[config.mk]
export PLATFORM = sky130hd
export DESIGN_NAME = alarm_driver
export DESIGN_NICKNAME = d
export VERILOG_FILES = /design/src/rtl/alarm_pkg.sv /design/src/rtl/alarm_tone_gen.sv /design/src/rtl/alarm_driver.sv
export SDC_FILE = /design/constraint.sdc
export NUM_CORES = 1
export LEC_CHECK = 0
export ABC_CLOCK_PERIOD_IN_PS = 3200
export BUFFER_PORTS_ARGS = -buffer_cell sky130_fd_sc_hd__buf_2
export CORE_MARGIN = 2
export CORE_UTILIZATION = 55
export DETAILED_ROUTE_END_ITERATION = 8
export PLACE_DENSITY = 0.76
export SLEW_MARGIN = 40
export SYNTH_ARGS = -nofsm -noshare
export SYNTH_HDL_FRONTEND = slang
export SYNTH_SLANG_ARGS = --single-unit
export TNS_END_PERCENT = 20
[constraint.sdc]
create_clock -name CLOCK -period 3.2 [get_ports CLOCK]
set_clock_uncertainty 0.1 [all_clocks]
set_input_delay 0.16 -clock CLOCK [delete_from_list [all_inputs] [get_ports CLOCK]]
set_output_delay 0.16 -clock CLOCK [all_outputs]
set_load 0.05 [all_outputs]
[src/rtl/alarm_pkg.sv]
// Shared alarm definitions: FSM state encoding, default timing constants
// and counter widths. The countdown stage imports this package as well.
package alarm_pkg;

  typedef enum logic [1:0] {
    IDLE  = 2'd0,
    BEEP  = 2'd1,
    GAP   = 2'd2,
    PAUSE = 2'd3
  } alarm_state_t;

  localparam int BEEP_CYC_DEF    = 100;
  localparam int GAP_CYC_DEF     = 100;
  localparam int PAUSE_CYC_DEF   = 500;
  localparam int BEEPS_DEF       = 3;
  localparam int TIMEOUT_CYC_DEF = 60000;

  localparam int CNT_W = 16;
  localparam int IDX_W = 3;

  // LED chase step: bit 7 wraps around to bit 0
  function automatic logic [7:0] rotl8(input logic [7:0] v);
    return {v[6:0], v[7]};
  endfunction

endpackage

[src/rtl/alarm_tone_gen.sv]
// Speaker tone generator: loads high on the first cycle of a beep, toggles
// while the beep continues, and is silent otherwise.
module alarm_tone_gen (
  input  logic clk,
  input  logic rst_n,
  input  logic load,
  input  logic run,
  output logic tone
);

  // Registered tone: load wins over toggle, anything else forces silence
  always_ff @(posedge clk or negedge rst_n) begin
    if (!rst_n)
      tone <= 1'b0;
    else if (load)
      tone <= 1'b1;
    else if (run)
      tone <= ~tone;
    else
      tone <= 1'b0;
  end

endmodule

[src/rtl/alarm_driver.sv]
// Alarm sequencer: bursts of beeps separated by gaps, a pause after each
// burst, self-silencing after TIMEOUT_CYC cycles, immediate stop on STOP.
// Optional LED chase enabled by defining ALARM_DRIVER_LED_EN.
//
// state | meaning
// IDLE  | silent, waiting for START with STOP released
// BEEP  | tone on, toggling every cycle
// GAP   | silence between beeps of one burst
// PAUSE | silence after the last beep of a burst
module alarm_driver
  import alarm_pkg::*;
#(
  parameter int BEEP_CYC    = BEEP_CYC_DEF,
  parameter int GAP_CYC     = GAP_CYC_DEF,
  parameter int PAUSE_CYC   = PAUSE_CYC_DEF,
  parameter int BEEPS       = BEEPS_DEF,
  parameter int TIMEOUT_CYC = TIMEOUT_CYC_DEF
) (
  input  logic       CLOCK,
  input  logic       RESET,
  input  logic       START,
  input  logic       STOP,
  output logic       BZ,
  output logic [7:0] LED,
  output logic       ACTIVE
);

  localparam logic [CNT_W-1:0] BEEP_LAST  = CNT_W'(BEEP_CYC - 1);
  localparam logic [CNT_W-1:0] GAP_LAST   = CNT_W'(GAP_CYC - 1);
  localparam logic [CNT_W-1:0] PAUSE_LAST = CNT_W'(PAUSE_CYC - 1);
  localparam logic [CNT_W-1:0] TMO_LAST   = CNT_W'(TIMEOUT_CYC - 1);
  localparam logic [IDX_W-1:0] IDX_LAST   = IDX_W'(BEEPS - 1);

  alarm_state_t     state;
  logic [CNT_W-1:0] phase;
  logic [CNT_W-1:0] tmo;
  logic [IDX_W-1:0] idx;

  logic start_ok, to_idle, beep_end, gap_end, pause_end, beep_load, beep_run;

  // Transition decode shared by the FSM, the tone generator and the LED chase.
  // Timeout and STOP take priority over any phase end on the same cycle.
  always_comb begin
    start_ok  = (state == IDLE) && START && !STOP;
    to_idle   = (state != IDLE) && (STOP || (tmo == TMO_LAST));
    beep_end  = (state == BEEP)  && (phase == BEEP_LAST);
    gap_end   = (state == GAP)   && (phase == GAP_LAST);
    pause_end = (state == PAUSE) && (phase == PAUSE_LAST);
    beep_load = start_ok || (!to_idle && (gap_end || pause_end));
    beep_run  = (state == BEEP) && !to_idle && !beep_end;
  end

  // Main FSM with phase, beep index and timeout counters
  always_ff @(posedge CLOCK or negedge RESET) begin
    if (!RESET) begin
      state  <= IDLE;
      phase  <= '0;
      idx    <= '0;
      tmo    <= '0;
      ACTIVE <= 1'b0;
    end else if (state == IDLE) begin
      phase <= '0;
      idx   <= '0;
      tmo   <= '0;
      if (start_ok) begin
        state  <= BEEP;
        ACTIVE <= 1'b1;
      end
    end else if (to_idle) begin
      state  <= IDLE;
      ACTIVE <= 1'b0;
      phase  <= '0;
      idx    <= '0;
      tmo    <= '0;
    end else begin
      tmo   <= tmo + 1'b1;
      phase <= phase + 1'b1;
      case (state)
        BEEP: begin
          if (beep_end) begin
            phase <= '0;
            state <= (idx == IDX_LAST) ? PAUSE : GAP;
          end
        end
        GAP: begin
          if (gap_end) begin
            phase <= '0;
            idx   <= idx + 1'b1;
            state <= BEEP;
          end
        end
        PAUSE: begin
          if (pause_end) begin
            phase <= '0;
            idx   <= '0;
            state <= BEEP;
          end
        end
        default: state <= IDLE;
      endcase
    end
  end

  alarm_tone_gen u_tone (
    .clk   (CLOCK),
    .rst_n (RESET),
    .load  (beep_load),
    .run   (beep_run),
    .tone  (BZ)
  );

`ifdef ALARM_DRIVER_LED_EN
  logic [7:0] led_q;

  // LED chase: lit at start, advances on every later beep entry
  always_ff @(posedge CLOCK or negedge RESET) begin
    if (!RESET)
      led_q <= 8'h00;
    else if (start_ok)
      led_q <= 8'h01;
    else if (to_idle)
      led_q <= 8'h00;
    else if (beep_load)
      led_q <= rotl8(led_q);
  end

  assign LED = led_q;
`else
  assign LED = 8'h00;
`endif

endmodule

==> flow_metrics.py, run 1 <==
metrics = {
    "power_and_ir_drop": {
        "power.share.clock": 0.336,
        "p_sw_mw": 0.226,
        "power_density_nw_per_um2": 407,
        "p_int_mw": 0.662,
        "seq_power_share": 0.572,
        "peakVddDrop_uv": 188,
        "combinationalPowerShare": 0.092,
        "p_leak_nw": 0.925,
        "swShare": 0.255,
    },
    "synth": {
        "ys_types": 42,
        "synth-seq-area-share": 0.473,
        "synth_cells": 215,
        "synth_top_area_share": 0.473,
        "ys_ff_latch": 39,
        "synth.area.top_cells": "dfrtp_1 (47%), nor2_1 (6.9%), xor2_1 (6.8%), xnor2_1 (5.1%), buf_4 (2.9%)",
        "avgSynthCellArea_um2": 9.60,
        "syn_area_um2": 2060,
        "yosysTopAreaCell": "dfrtp_1",
        "yosysWarnings": 0,
    },
    "die": {
        "dieArea_um2": 4260,
        "dieWidth_um": 65.3,
        "coreArea_um2": 3630,
        "die_h_um": 65.3,
        "pin_count": 14,
        "num_rows": 22,
        "initial_utilization": 0.568,
    },
    "global_routing": {
        "grt_usage": 0.191,
        "gr-total-overflow": 0,
        "grt_max_degree": 40,
        "grt_pass1_wl_mm": 6.27,
        "grt_pass1_vias": 1493,
        "antenna_found_initial": 0,
    },
    "timing": {
        "fmaxAchievable_mhz": 425,
        "maxSlewViolCount": 0,
        "rsz0062_at_grt": "no",
        "fin_tns_setup_ps": 0,
        "tightest_slew_ps": 500,
        "timing.final.crit_share": 0.735,
        "setup_viol": 0,
        "timing.hold.ws_ps": 73.4,
        "min_period_ps": 2350,
        "slew_headroom": 0.664,
        "hold_viol_final": 0,
    },
    "flow_run": {
        "maxCapViolations": 0,
    },
    "detailed_routing": {
        "avgViaCountPerCell": 5.48,
        "drc": 0,
        "drt_iter0_drc": 80,
        "first_pass_iters": 4,
        "totalWireLength_mm": 3.53,
        "drtAntennaViolNets": 0,
        "wl_per_cell_um": 13.2,
        "vias": 1468,
    },
    "layout": {
        "num_antenna_cells": 0,
        "ff_latch_area_um2": 976,
        "layout-drive-gt1-share": 0.0864,
        "nets": 229,
        "area_growth_pct": 5.64,
        "nFillCells": 302,
        "final_common_cell": "dfrtp_1",
        "final_cell_mix": "dfrtp_1 (39), nor2_1 (38), nand2_1 (16), xor2_1 (16), xnor2_1 (12)",
        "multiInputGateArea_um2": 1010,
    },
    "place": {
        "globalplace.congestion": 0.837,
        "port_buffers": 5,
        "hpwl_mm": 2.52,
    },
    "clocking": {
        "cts_setup_buffers": 0,
        "cts_resized": 0,
        "clock_path_buffers": 2,
        "clkSinkCount": 39,
        "path_clk_slew_ps": 70,
        "cts_tree": "done",
        "root_buffer": "clkbuf_8",
        "clock_latency_ps": 280,
        "cts_buffers": 5,
        "htreeDepth": 2,
    },
    "outcome": {
        "outcome": "finished clean",
    },
    "setup_path": {
        "worstSetupStartpointType": "flop",
        "crit_fanout": 8,
        "crit_type": "reg -> reg",
        "arrival_ps": 2420,
        "reg2regPathDepth": 6,
        "endpoint_kind": "flop",
        "required_ps": 3270,
    },
    "min_path": {
        "hold_depth": 3,
        "hold_path_class": "in -> reg",
    },
}
-- per-layer routing --
metal / share of wire / wire length [µm] / vias up / GRT usage
li1: - / - / 721 / -
met1: 0.46 / 1610 / 714 / 0.230
met2: 0.49 / 1730 / 28 / 0.321
met3: 0.040 / 142 / 5 / 0.0548
met4: 0.013 / 46 / 0 / 0.0781
met5: 0 / 0 / - / 0
-- timing repair --
| action | in CTS | in global routing |
|---|---|---|
| hold endpoints to repair | 39 | 0 |
| hold buffers | 1 | 0 |
| setup endpoints to repair | 0 | 0 |
-- registers in the layout, summed over array words and instances (netlist names) --
| register | count |
|---|---|
| ACTIVE | 1 |
| idx | 3 |
| phase | 16 |
| state | 2 |
| tmo | 16 |
| u_tone.tone | 1 |
-- final cells by class --
class                           instances  share of cell area
Timing Repair Buffer                    7              0.0207
Inverter                                4             0.00689
Clock buffer                            6              0.0333
Multi-Input combinational cell        164               0.464
Sequential cell                        39               0.448
Tap cell                               48              0.0276
-- critical path: stages, from the launching register on --
cell     delay (ps)
dfrtp_1         390
ha_1            240
or4b_4          520
or4_4           590
a21oi_2         160
a311o_4         180
nor2_1           60
-- power groups by stage --
stage                     clock network, mW  logic, mW  registers, mW
after floorplan                           0     0.0548          0.528
after global placement                    0     0.0798          0.517
after detailed placement                  0     0.0812          0.517
after CTS                             0.308     0.0822          0.508
after global routing                  0.320     0.0890          0.510
final                                 0.299     0.0814          0.508
-- synthesized netlist by cell type --
cell / instances
a21boi_0: 2
nor4_1: 1
and3_1: 9
nor2_2: 1
xnor2_1: 12
o22ai_1: 1
or3_1: 1
clkbuf_1: 6
or4_1: 1
nand4bb_1: 1
nor4_4: 1
inv_1: 4
conb_1: 1
o31ai_1: 1
ha_1: 4
nand3b_1: 1
o21ai_1: 1
nor2_1: 38
and4_1: 1
a21oi_1: 5
xor2_1: 16
dfrtp_1: 39
nor2b_1: 1
nand2_1: 16
nor4b_1: 2
or4b_4: 1
or4_4: 1
and2b_1: 1
nand4_1: 8
and3b_1: 1
nand4b_1: 1
or2_2: 2
mux2i_1: 1
buf_2: 1
nor4bb_1: 1
a21oi_2: 1
nor3_1: 7
nand2b_1: 2
a311o_4: 1
nand3_1: 8
buf_4: 8
o21ai_0: 4
-- stage by stage --
step | power (mW) | std cells | cell area [µm²] | util | setup WS (ps)
floorplan | 0.583 | 222 | 2090 | - | 984
global placement | 0.597 | 261 | 2090 | 0.576 | 922
detailed placement | 0.599 | 261 | 2090 | 0.576 | 849
CTS | 0.898 | 268 | 2180 | 0.599 | 832
global route | 0.918 | 268 | 2180 | 0.600 | 614
finish | 0.888 | 268 | 2180 | 0.600 | 848
-- worst paths after layout --
kind | from | endpoint | slack, ps
worst max register to register | phase[0] | phase[2] | 850
max in group asynchronous | RESET | phase[12] | 2380
worst min register to register | phase[0] | phase[0] | 390
min in group asynchronous | RESET | idx[1] | 280
worst min-delay path | START | ACTIVE | 70
worst max-delay path | phase[0] | phase[2] | 850
-- cells by family after synthesis --
group                    after synthesis  synth area share
other                                  1           0.00182
flip-flops                            39             0.473
AO/OA/AOI/OAI                         16            0.0522
multiplexers                           1           0.00485
adder cells (fa/ha/maj)                4            0.0243
XOR/XNOR                              28             0.119
buffers and inverters                 19            0.0497
AND/OR/NAND/NOR                      107             0.275
Power figures use the tool's default switching activity.
==> run 2: changes to the inputs <==
ABC_CLOCK_PERIOD_IN_PS = 2100   (was 3200)
CORE_UTILIZATION = 54   (was 55)
PLACE_DENSITY = 0.77   (was 0.76)
clock period = 2.1 ns   (was 3.2 ns; I/O delays follow)
==> run 2 against run 1 <==
Effect of this change:
- the flow now finishes with violations (setup timing)
- hold slack got worse by 53 ps
- combinational power increased by 54%
- design area rose by 7.6%
- total power grew 65%
- non-clock buffer count increased by 16
- clock power increased by 89%
- via count is 3.3% higher
- flip-flop and latch count is the same
- die area is 1.7% higher
==> flow_metrics.py, run 2 (synthesis gave the netlist of run 1 again) <==
metrics = {
    "detailed_routing": {
        "vias": 1517,
        "first_pass_iters": 4,
        "totalWireLength_mm": 3.85,
        "drc": 0,
        "drt_iter0_drc": 117,
        "wl_per_cell_um": 13.5,
        "drtAntennaViolNets": 0,
        "avgViaCountPerCell": 5.30,
    },
    "die": {
        "die_h_um": 65.8,
        "coreArea_um2": 3660,
        "num_rows": 22,
        "initial_utilization": 0.564,
        "dieWidth_um": 65.8,
        "dieArea_um2": 4330,
        "pin_count": 14,
    },
    "power_and_ir_drop": {
        "combinationalPowerShare": 0.086,
        "p_leak_nw": 1.02,
        "swShare": 0.257,
        "p_sw_mw": 0.376,
        "peakVddDrop_uv": 327,
        "seq_power_share": 0.529,
        "power_density_nw_per_um2": 624,
        "power.share.clock": 0.386,
        "p_int_mw": 1.09,
    },
    "setup_path": {
        "required_ps": 2190,
        "endpoint_kind": "flop",
        "slowest_delay_ps": 500,
        "crit_family": "simple AND/OR/NAND/NOR gates",
        "crit_chain": "ha_2 > or4b_4 > or4_4 > a21oi_2 > a311o_4 > nor2_1",
        "worstSetupStartpointType": "flop",
        "crit_fanout": 8,
        "crit_type": "reg -> reg",
        "arrival_ps": 2230,
        "crit_path_top_delay_cell": "or4b_4",
        "cp_num_buf_inv": 0,
    },
    "place": {
        "port_buffers": 5,
        "place_inst": 276,
        "hpwl_mm": 2.68,
        "place_area_um2": 2220,
        "globalplace.congestion": 0.845,
    },
    "global_routing": {
        "grt_pass1_vias": 1523,
        "grt_max_degree": 40,
        "gr-total-overflow": 0,
        "grt_pass1_wl_mm": 6.75,
        "grt_usage": 0.206,
        "antenna_found_initial": 0,
    },
    "layout": {
        "top_regs": "phase: 16 flops, tmo: 16 flops, idx: 3 flops",
        "layoutNonFillerInstCount": 286,
        "multiInputGateArea_um2": 1020,
        "num_antenna_cells": 0,
        "nFillCells": 299,
        "final_design_area_no_fill_um2": 2340,
        "nets": 245,
        "layout-drive-gt1-share": 0.172,
        "final_core_util": 0.640,
        "area_growth_pct": 13.6,
        "ff_latch_area_um2": 976,
        "final_common_cell": "dfrtp_1",
        "final_cell_mix": "dfrtp_1 (39), nor2_1 (37), buf_4 (18)",
    },
    "clocking": {
        "path_clk_slew_ps": 80,
        "clkSinkCount": 39,
        "root_buffer": "clkbuf_8",
        "cts_tree": "done",
        "clock_path_buffers": 2,
        "clock_latency_ps": 290,
        "cts_buffers": 5,
        "htreeDepth": 2,
    },
    "timing": {
        "rsz0062_at_grt": "yes",
        "fmaxAchievable_mhz": 466,
        "min_period_ps": 2140,
        "timing.final.crit_share": 1.02,
        "setup_viol": 8,
        "hold_viol_final": 0,
        "maxSlewViolCount": 0,
        "setup_ws_ps": -43.8,
    },
    "min_path": {
        "hold_path_class": "in -> reg",
    },
    "outcome": {
        "outcome": "complete, but fails checks",
        "violations": "setup timing",
    },
    "flow_run": {
        "maxCapViolations": 0,
    },
}
==> run 2: worst paths after layout <==
| kind | startpoint | end | slack (ps) | cells past startpoint |
|---|---|---|---|---|
| worst max-delay path | phase[1] | phase[6] | -40 | 6 |
| worst max register to register | phase[1] | phase[6] | -40 | 6 |
| min in group asynchronous | RESET | tmo[12] | 210 | 2 |
| worst min-delay path | START | ACTIVE | 20 | 3 |
| worst min register to register | idx[0] | idx[0] | 410 | 1 |
| max in group asynchronous | RESET | idx[0] | 1350 | 2 |
==> run 2: power groups by stage <==
stage / combinational, mW / sequential (mW) / clock (mW)
2_1_floorplan: 0.0836 / 0.805 / 0
5_1_grt: 0.139 / 0.775 / 0.605
6_report: 0.125 / 0.773 / 0.564
3_3_place_gp: 0.124 / 0.787 / 0
3_5_place_dp: 0.125 / 0.788 / 0
4_1_cts: 0.127 / 0.773 / 0.578
==> run 2: timing repair <==
| action | CTS | global route |
|---|---|---|
| setup endpoints to repair | 8 | 13 |
| gates resized for setup | 0 | 3 |
| hold endpoints to repair | 39 | 0 |
| hold buffers | 1 | 0 |
| setup buffers | 1 | 0 |
| cloned | 0 | 0 |
| pin swaps | 2 | 2 |
==> run 2: worst min-delay path: stages <==
cell and delay, ps:
buf_2 80, nand3b_1 120, nand2_1 80
==> run 2: final cells by class <==
type | count | area share
clock buffers | 7 | 0.0411
clock inverters | 1 | 0.00320
inverters | 4 | 0.00640
multi-input cells | 164 | 0.437
flip-flops and latches | 39 | 0.416
well taps | 48 | 0.0256
repair buffers | 23 | 0.0704
==> run 2: routing by layer <==
metal,track usage,wire length (µm),up-vias
met5,0,0,-
met4,0.0703,54,0
met3,0.0511,105,7
met2,0.352,1890,16
met1,0.252,1800,734
li1,-,-,760
==> run 2: per-stage QoR <==
| stage | setup WS (ps) | power, mW | TNS [ps] | hold slack [ps] |
|---|---|---|---|---|
| 2_1_floorplan | 21.9 | 0.889 | 0 | -291 |
| 5_1_grt | -114 | 1.52 | -1160 | 45.1 |
| 3_5_place_dp | -12.4 | 0.913 | -54.2 | 9.10 |
| 3_3_place_gp | 14.4 | 0.911 | 0 | 157 |
| 6_report | -43.8 | 1.46 | -293 | 20.7 |
| 4_1_cts | -28.9 | 1.48 | -169 | 9.06 |
==> run 3: changes to the inputs <==
REMOVE_ABC_BUFFERS = 1   (was default)
==> run 3 against run 2 <==
Effect of this change:
- hold slack worse by 3.5 ps
- sequential share of layout area is 1.0 points lower
- critical path depth stayed put
- global-route usage is 0.23 points lower
- sequential power hardly changed
- clock power is 18% higher
- non-clock buffer count is 3 higher
- total power is 7.5% higher
- routed wire length is 1.1% higher
- flip-flop and latch count stayed put
- highest routed layer unchanged
- via count is 0.73% higher
- clock-buffer cell count is 1 lower
- the run still ends with setup timing left
- largest cell class unchanged
==> flow_metrics.py, run 3 (synthesis gave the netlist of run 1 again) <==
metrics = {
    "clocking": {
        "clock_latency_ps": 300,
        "clkSinkCount": 39,
        "path_clk_slew_ps": 80,
        "cts_tree": "done",
        "clock_path_buffers": 2,
        "root_buffer": "clkbuf_8",
        "htreeDepth": 2,
        "cts_buffers": 5,
    },
    "min_path": {
        "min_from": "START",
        "hold_path_class": "in -> reg",
        "min_to": "ACTIVE",
        "hold_depth": 3,
    },
    "timing": {
        "setup_viol": 8,
        "rsz0062_at_grt": "yes",
        "fin_tns_setup_ps": -272,
        "hold_viol_final": 0,
        "timing.final.crit_share": 1.02,
        "fmaxAchievable_mhz": 466,
        "min_period_ps": 2140,
        "maxSlewViolCount": 0,
        "timing.hold.ws_ps": 17.1,
        "setup_ws_ps": -43.8,
    },
    "die": {
        "num_rows": 22,
        "pin_count": 14,
        "coreArea_um2": 3660,
        "initial_utilization": 0.564,
        "die_h_um": 65.8,
        "dieArea_um2": 4330,
        "dieWidth_um": 65.8,
    },
    "global_routing": {
        "grt_max_degree": 22,
        "antenna_found_initial": 0,
        "gr-total-overflow": 0,
        "grt_pass1_vias": 1480,
        "grt_usage": 0.203,
        "grt_pass1_wl_mm": 6.61,
    },
    "setup_path": {
        "rr_startpoint": "phase[0]",
        "arrival_ps": 2230,
        "r2r_end": "phase[5]",
        "reg2regPathDepth": 6,
        "worstSetupStartpointType": "flop",
        "slowest_delay_ps": 570,
        "required_ps": 2180,
        "cp_num_buf_inv": 0,
        "crit_path_top_delay_cell": "or4_4",
        "crit_chain": "ha_1 > or4b_4 > or4_4 > a21oi_2 > a311o_4 > nor2_1",
        "crit_fanout": 8,
        "crit_family": "simple AND/OR/NAND/NOR gates",
        "path_depth": 6,
        "endpoint_kind": "flop",
        "crit_type": "reg -> reg",
        "r2r_slack_ps": -40,
    },
    "place": {
        "pre_cts_slack_ps": -72.2,
        "place_inst": 279,
        "hpwl_mm": 2.78,
        "port_buffers": 5,
        "globalplace.congestion": 0.734,
    },
    "detailed_routing": {
        "vias": 1528,
        "drc": 0,
        "drtAntennaViolNets": 0,
        "avgViaCountPerCell": 5.29,
        "first_pass_iters": 4,
        "drt_iter0_drc": 88,
        "wl_per_cell_um": 13.5,
        "totalWireLength_mm": 3.89,
    },
    "layout": {
        "layout-drive-gt1-share": 0.178,
        "final_cell_mix": "dfrtp_1 (39), nor2_1 (38), buf_4 (19)",
        "layoutNonFillerInstCount": 289,
        "area_growth_pct": 16.4,
        "num_antenna_cells": 0,
        "top_regs": "phase: 16 flops, tmo: 16 flops, idx: 3 flops",
        "nets": 248,
        "final_common_cell": "dfrtp_1",
    },
    "power_and_ir_drop": {
        "power_density_nw_per_um2": 654,
        "peakVddDrop_uv": 355,
        "p_leak_nw": 1.06,
        "power.total_mw": 1.57,
    },
    "outcome": {
        "violations": "setup timing",
        "outcome": "complete, but fails checks",
    },
    "flow_run": {
        "maxCapViolations": 0,
    },
}
[run 3: what timing repair did]
| item | CTS | global route |
|---|---|---|
| pin swaps | 4 | 1 |
| setup endpoints to repair | 12 | 14 |
| buffers inserted | 1 | 0 |
| endpoints found under the hold margin | 19 | 0 |
| gates resized for setup | 1 | 4 |
| hold buffers | 1 | 0 |
[run 3: worst max-delay path by stage]
stage,start,slack (ps),end
6_report,phase[0],-40,phase[5]
5_1_grt,phase[0],-130,phase[8]
4_1_cts,phase[0],-30,phase[5]
3_5_place_dp,phase[1],-70,phase[5]
3_3_place_gp,phase[0],-20,phase[8]
2_1_floorplan,phase[0],-120,phase[5]
[run 3: layout make-up]
type                    instances  area, µm²
fillers                       301       1260
multi-input cells             164       1020
flip-flops and latches         39        976
repair buffers                 26        205
clock buffers                   6       82.6
well taps                      48       60.1
clock inverters                 2       38.8
inverters                       4       15.0
[run 3: report_power, final]
group          total [mW]  internal (mW)  leakage (nW)  switching (mW)
logic               0.133         0.0313         0.456           0.102
registers           0.773          0.761         0.539          0.0114
clock network       0.666          0.391        0.0618           0.275
total                1.57           1.18          1.06           0.388
[run 3: layer usage]
metal	wire length [µm]	part of all wire	global-route usage
met1	1880	0.48	0.265
met2	1830	0.47	0.330
met3	119	0.031	0.0460
met4	65	0.017	0.0781
met5	0	0	0
[run 3: worst register-to-register path, stage by stage, from the launching register on]
cell and delay [ps]:
dfrtp_1 350, ha_1 160, or4b_4 460, or4_4 570
a21oi_2 150, a311o_4 180, nor2_1 70
[run 3: stage by stage]
stage	utilization	instance area [µm²]
finish	0.656	2400
global route	0.656	2400
CTS	0.653	2390
detailed placement	0.614	2250
global placement	0.607	2220
floorplan	-	2000
